### src/rtl/manchester_rxd.sv
// -----------------------------------------------------------------------------
// manchester_rxd
// Manchester (IEEE 802.3 polarity) receive bit-timing and byte assembly.
// The line is oversampled at SPB ticks per bit. The receiver locks to mid-bit
// transitions, samples each bit a quarter bit after its mid-point edge, and
// shifts bits in LSB first. A missing mid-bit edge ends the frame: cleanly
// (eof) on a byte boundary, or with error when a byte is only partly received.
//
// Ports:
//   clk         system clock
//   reset       synchronous, active-low reset
//   enb_sample  one-cycle tick at SPB x bit rate; state advances only on ticks
//   rxd         synchronized serial line, idle high
//   data        last completed byte (LSB received first)
//   valid       one-cycle pulse, data has just been updated
//   busy        high while a frame is being received
//   eof         one-cycle pulse, frame ended on a byte boundary
//   error       one-cycle pulse, frame ended mid-byte
// -----------------------------------------------------------------------------
module manchester_rxd #(
    parameter int SPB = 16
) (
    input  logic       clk,
    input  logic       reset,
    input  logic       enb_sample,
    input  logic       rxd,
    output logic [7:0] data,
    output logic       valid,
    output logic       busy,
    output logic       eof,
    output logic       error
);

    localparam int CW = $clog2(5*SPB/4+1);

    // Counter values are compared against the tick count after this tick's
    // increment, so "cnt == N" means N ticks have elapsed since the edge.
    localparam logic [CW-1:0] CNT_ZERO   = CW'(0);
    localparam logic [CW-1:0] CNT_ONE    = CW'(1);
    localparam logic [CW-1:0] CNT_SAMPLE = CW'(SPB/4);
    localparam logic [CW-1:0] CNT_WIN_LO = CW'(3*SPB/4);
    localparam logic [CW-1:0] CNT_WIN_HI = CW'(5*SPB/4);

    typedef enum logic [1:0] {
        IDLE = 2'd0,
        SYNC = 2'd1,
        DATA = 2'd2
    } state_t;

    state_t          state_r, state_s;
    logic [CW-1:0]   cnt_r, cnt_s, cnt_inc_s;
    logic [2:0]      bitcnt_r, bitcnt_s;
    logic [7:0]      shreg_r, shreg_s, shreg_in_s;
    logic            nbytes_r, nbytes_s;
    logic            rxd_q_r;
    logic            edge_s;
    logic            in_window_s;
    logic [7:0]      data_s;
    logic            valid_s;
    logic            busy_s;
    logic            eof_s;
    logic            error_s;

    // Next-state, counters, shift register and output pulse decode.
    always_comb begin
        state_s     = state_r;
        cnt_s       = cnt_r;
        bitcnt_s    = bitcnt_r;
        shreg_s     = shreg_r;
        nbytes_s    = nbytes_r;
        data_s      = data;
        valid_s     = 1'b0;
        eof_s       = 1'b0;
        error_s     = 1'b0;
        cnt_inc_s   = cnt_r + CNT_ONE;
        edge_s      = rxd ^ rxd_q_r;
        in_window_s = (cnt_inc_s >= CNT_WIN_LO) && (cnt_inc_s <= CNT_WIN_HI);
        shreg_in_s  = {rxd, shreg_r[7:1]};

        if (enb_sample) begin
            case (state_r)
                IDLE: begin
                    // A low level out of idle is the sync bit mid-point.
                    if (!rxd) begin
                        state_s  = SYNC;
                        cnt_s    = CNT_ZERO;
                        bitcnt_s = 3'd0;
                        shreg_s  = 8'd0;
                        nbytes_s = 1'b0;
                    end else begin
                        state_s  = IDLE;
                    end
                end

                SYNC: begin
                    cnt_s = cnt_inc_s;
                    // A real sync bit is still low a quarter bit later.
                    if (cnt_inc_s == CNT_SAMPLE) begin
                        if (rxd) begin
                            state_s = IDLE;
                        end else begin
                            state_s = DATA;
                        end
                    end else begin
                        state_s = SYNC;
                    end
                end

                DATA: begin
                    cnt_s = cnt_inc_s;
                    if (cnt_inc_s == CNT_SAMPLE) begin
                        shreg_s = shreg_in_s;
                        if (bitcnt_r == 3'd7) begin
                            data_s   = shreg_in_s;
                            valid_s  = 1'b1;
                            bitcnt_s = 3'd0;
                            nbytes_s = 1'b1;
                        end else begin
                            bitcnt_s = bitcnt_r + 3'd1;
                        end
                    end else if (edge_s && in_window_s) begin
                        // Mid-bit edge: realign. Bit-boundary edges near
                        // SPB/2 fall outside the window and are ignored.
                        cnt_s = CNT_ZERO;
                    end else if (cnt_inc_s == CNT_WIN_HI) begin
                        state_s = IDLE;
                        cnt_s   = CNT_ZERO;
                        if (bitcnt_r != 3'd0) begin
                            error_s  = 1'b1;
                            shreg_s  = 8'd0;
                            bitcnt_s = 3'd0;
                        end else begin
                            eof_s    = nbytes_r;
                        end
                    end else begin
                        state_s = DATA;
                    end
                end

                default: begin
                    state_s = IDLE;
                    cnt_s   = CNT_ZERO;
                end
            endcase
        end else begin
            state_s = state_r;
        end

        busy_s = (state_s != IDLE);
    end

    // State, datapath and registered outputs with synchronous reset.
    always_ff @(posedge clk) begin
        if (!reset) begin
            state_r  <= IDLE;
            cnt_r    <= CNT_ZERO;
            bitcnt_r <= 3'd0;
            shreg_r  <= 8'd0;
            nbytes_r <= 1'b0;
            rxd_q_r  <= 1'b1;
            data     <= 8'd0;
            valid    <= 1'b0;
            busy     <= 1'b0;
            eof      <= 1'b0;
            error    <= 1'b0;
        end else begin
            state_r  <= state_s;
            cnt_r    <= cnt_s;
            bitcnt_r <= bitcnt_s;
            shreg_r  <= shreg_s;
            nbytes_r <= nbytes_s;
            data     <= data_s;
            valid    <= valid_s;
            busy     <= busy_s;
            eof      <= eof_s;
            error    <= error_s;
            if (enb_sample) begin
                rxd_q_r <= rxd;
            end
        end
    end

endmodule

### config.mk
export PLATFORM = sky130hd
export DESIGN_NAME = manchester_rxd
export DESIGN_NICKNAME = d
export VERILOG_FILES = /design/src/rtl/manchester_rxd.sv
export SDC_FILE = /design/constraint.sdc
export NUM_CORES = 1
export LEC_CHECK = 0
export CAP_MARGIN = 0
export CORE_UTILIZATION = 60
export DETAILED_ROUTE_END_ITERATION = 16
export DONT_BUFFER_PORTS = 1
export PLACE_DENSITY = 0.78
export SLEW_MARGIN = 10
export SYNTH_ARGS = -nofsm -noshare
export SYNTH_HDL_FRONTEND = slang
export SYNTH_SLANG_ARGS = --single-unit
### constraint.sdc
create_clock -name clk -period 3.08 [get_ports clk]
set_clock_uncertainty 0.15 [all_clocks]
set_input_delay 0.616 -clock clk [delete_from_list [all_inputs] [get_ports clk]]
set_output_delay 0.616 -clock clk [all_outputs]
set_load 0.05 [all_outputs]
==> results.cfg <==
[run_status]
run_status = finished, final reports clean

[pwr]
power_per_cell_area_nw_per_um2 = 399.4
switching_power_mw = 0.1569
internal-power_mw = 0.5078
share_seq_of_total_power_pct = 61.7
vdd_drop_max_mv = 0.4640
power.clock.fraction_pct = 33.4
design_power_total_mw = 0.6647
switching_share_of_power_pct = 23.61
combinationalPowerShare_pct = 4.9
leakage_power_figure_nw = 0.5550

[cts]
post-cts-setup-buffer-count = 0
tritoncts_num_sinks = 31
tritoncts = built
clock_slew_at_reported_path_ffs_ns = 0.09
cts.path.max_buffers = 2
cts.repair.resized = 0
tritoncts.num_buffers = 5
htreeDepth = 2
cts_root_buf = sky130_fd_sc_hd__clkbuf_4
cts_hold_repair.buffers = 0
worstSkewPairLatency_ns = 0.33

[global_routing]
grt_antenna_before_repair = 0
grt_pass1_vias = 1112
grt_max_degree = 29
grt_pass1_wl_um = 4961
global_route.overflow_total = 0
grt_util_all_layers_pct = 24.03

[min_path]
worstHoldPathType = in2reg

[route]
post_drt_wl_per_cell_um = 15.74
routed_wl_um = 3289
drt_first_pass_iters = 4
dr_total_vias = 1317
detail_route.wirelength.met1_um = 1471
highest-signal-layer = met4
detail_route.vias_per_cell = 6.301
wl_met2_um = 1515
route.antenna.remaining_nets = 0
detailedRoute.firstIterationViolations = 33
drc = 0
wl_met3_um = 219

[placed_design]
io_buffers = 0
place_hpwl_um = 2405
gpl.final_weighted_congestion = 0.7856
post_dp_cell_area_um2 = 1614
placed_cells = 201
post_place_setup_slack_ns = 0.3472

[cells_and_area]
design.final.nets = 191
layout_commonest_cell = sky130_fd_sc_hd__dfxtp_1
most-common-layout-cells = sky130_fd_sc_hd__dfxtp_1, sky130_fd_sc_hd__nor2b_1, sky130_fd_sc_hd__nand2_1
finish.cell_count_without_fillers = 209
antenna_fix_cells = 0
postLayoutCellArea_um2 = 1664
flow.area_growth_from_synthesis_pct = -0.9678
post_route_cells_drive_above_1_share_pct = 6.704

[sta]
hold_viol_final = 0
worst_pin_slew_ns = 0.5241
timing.final.ws_setup_ns = 0.2944
min_period_over_period_pct = 90.44
setup_viols_final = 0
min_period_ns = 2.786
tns_ns = 0
fmax_mhz = 359.0
finalMaxSlewViolations = 0
rsz0062_at_grt = no
slew_headroom_pct = 65.01

[run]
max-cap-violations = 0

[logic_synthesis]
synth.ff_latch_count = 31
synth_enable_flop_cells = 0
synth_flop_cell = sky130_fd_sc_hd__dfxtp_1
syn_avg_cell_area_um2 = 9.083
post_synth_instance_area_um2 = 1680
ys_seq_area_share_pct = 36.93
synth-warning-count = 0
number_of_distinct_library_cell_variants_in_the_gate_level_netlist_after_synthesis = 47
synth_fp_nets = 198
synthesis.instances = 185
synthArstFlopShare_pct = 0

[die]
io_pins = 16
chipHeight_um = 54.92
die_area_um2 = 3016
fp.coreArea_um2 = 2567
initial_core_util_pct = 65.45
chipWidth_um = 54.92
std_cell_rows = 18

[worst_setup_path]
critPathKind = reg2reg
cp_max_fo = 13
critical_path_required_ns = 3.19
worst-endpoint-arrival_ns = 2.90
endpoint_class_of_the_critical_path = flop
crit_path_start_kind = flop
-- flip-flops by register name (all words and copies together) (netlist names) --
register,flops
rxd_q_r,1
busy,1
data,8
eof,1
error,1
cnt_r,5
shreg_r,7
bitcnt_r,3
valid,1
state_r,2
nbytes_r,1
-- power groups by stage --
| stage | logic, mW | registers, mW | clock network, mW |
|---|---|---|---|
| 6_report | 0.0328 | 0.410 | 0.222 |
| 2_1_floorplan | 0.0371 | 0.418 | 0 |
| 5_1_grt | 0.0358 | 0.411 | 0.247 |
| 3_3_place_gp | 0.0310 | 0.419 | 0 |
| 3_5_place_dp | 0.0322 | 0.419 | 0 |
| 4_1_cts | 0.0323 | 0.410 | 0.225 |
-- stage by stage --
stage / hold slack, ns / util (%)
after floorplan: 0.2728 / -
after global placement: 0.2914 / 62.87
after detailed placement: 0.2974 / 62.87
after CTS: 0.1998 / 64.81
after global routing: 0.1875 / 64.81
final: 0.2008 / 64.81
-- layout make-up --
| cell class | instances | area, um^2 |
|---|---|---|
| Multi-Input combinational cell | 132 | 925.9 |
| Fill cell | 214 | 903.4 |
| Sequential cell | 31 | 620.6 |
| Clock buffer | 7 | 45.04 |
| Tap cell | 30 | 37.54 |
| Inverter | 8 | 30.03 |
| Clock inverter | 1 | 5.005 |
-- cells in the mapped netlist (all sizes together) (2+ instances only) --
| cell type | n | area share (%) |
|---|---|---|
| a31oi | 2 | 0.74 |
| a211oi | 2 | 0.89 |
| inv | 8 | 1.8 |
| nor2b | 20 | 7.4 |
| clkbuf | 3 | 0.67 |
| a21oi | 3 | 0.89 |
| buf | 11 | 5.5 |
| nand3 | 5 | 1.5 |
| nand2 | 15 | 3.4 |
| nor3 | 4 | 1.2 |
| o211ai | 3 | 1.3 |
| nor2 | 12 | 3.3 |
| a22oi | 10 | 4.5 |
| ha | 9 | 6.7 |
| xor2 | 2 | 1.0 |
| nand3b | 2 | 0.89 |
| o31ai | 2 | 0.89 |
| nor3b | 2 | 0.89 |
| dfxtp | 31 | 37 |
| mux2i | 9 | 5.4 |
| a2bb2oi | 2 | 1.4 |
| a32oi | 2 | 1.5 |
| and2 | 2 | 0.74 |
| o21ai | 7 | 2.1 |
-- cell families after synthesis --
kind of cell	count (synthesis)	share of synthesized area [%]
DFF	31	36.93
AOI/OAI and AO/OA	41	18.32
buffers and inverters	22	7.967
adders and majority gates	9	6.702
and+or+nand+nor	70	23.16
xor gates and xnor gates	3	1.564
muxes	9	5.361
-- layer usage --
layer	track usage (%)	vias to the layer above
met5	0	-
met4	13.75	0
met3	7.104	12
met2	37.35	40
met1	29.33	626
li1	-	639
-- path summary, 6_finish.rpt --
check	start	endpoint	slack, ns	cells past startpoint
worst max-delay path	cnt_r[0]$_SDFFE_PN0P_	shreg_r[7]$_SDFFE_PN0P_	0.29	7
worst min-delay path	reset	rxd_q_r$_SDFFE_PN1P_	0.20	1
worst max register to register	cnt_r[0]$_SDFFE_PN0P_	shreg_r[7]$_SDFFE_PN0P_	0.29	7
worst min register to register	nbytes_r$_SDFFE_PN0P_	eof$_SDFF_PP0_	0.33	2
-- worst max-delay path: stages (launching register included) --
cell and delay, ns:
sky130_fd_sc_hd__dfxtp_1 0.53, sky130_fd_sc_hd__ha_1 0.49, sky130_fd_sc_hd__and2b_1 0.25, sky130_fd_sc_hd__a32oi_2 0.28, sky130_fd_sc_hd__or3b_1 0.31, sky130_fd_sc_hd__a31o_1 0.43, sky130_fd_sc_hd__a22oi_1 0.12, sky130_fd_sc_hd__nor2b_1 0.15
(Power assumes the default switching activity.)
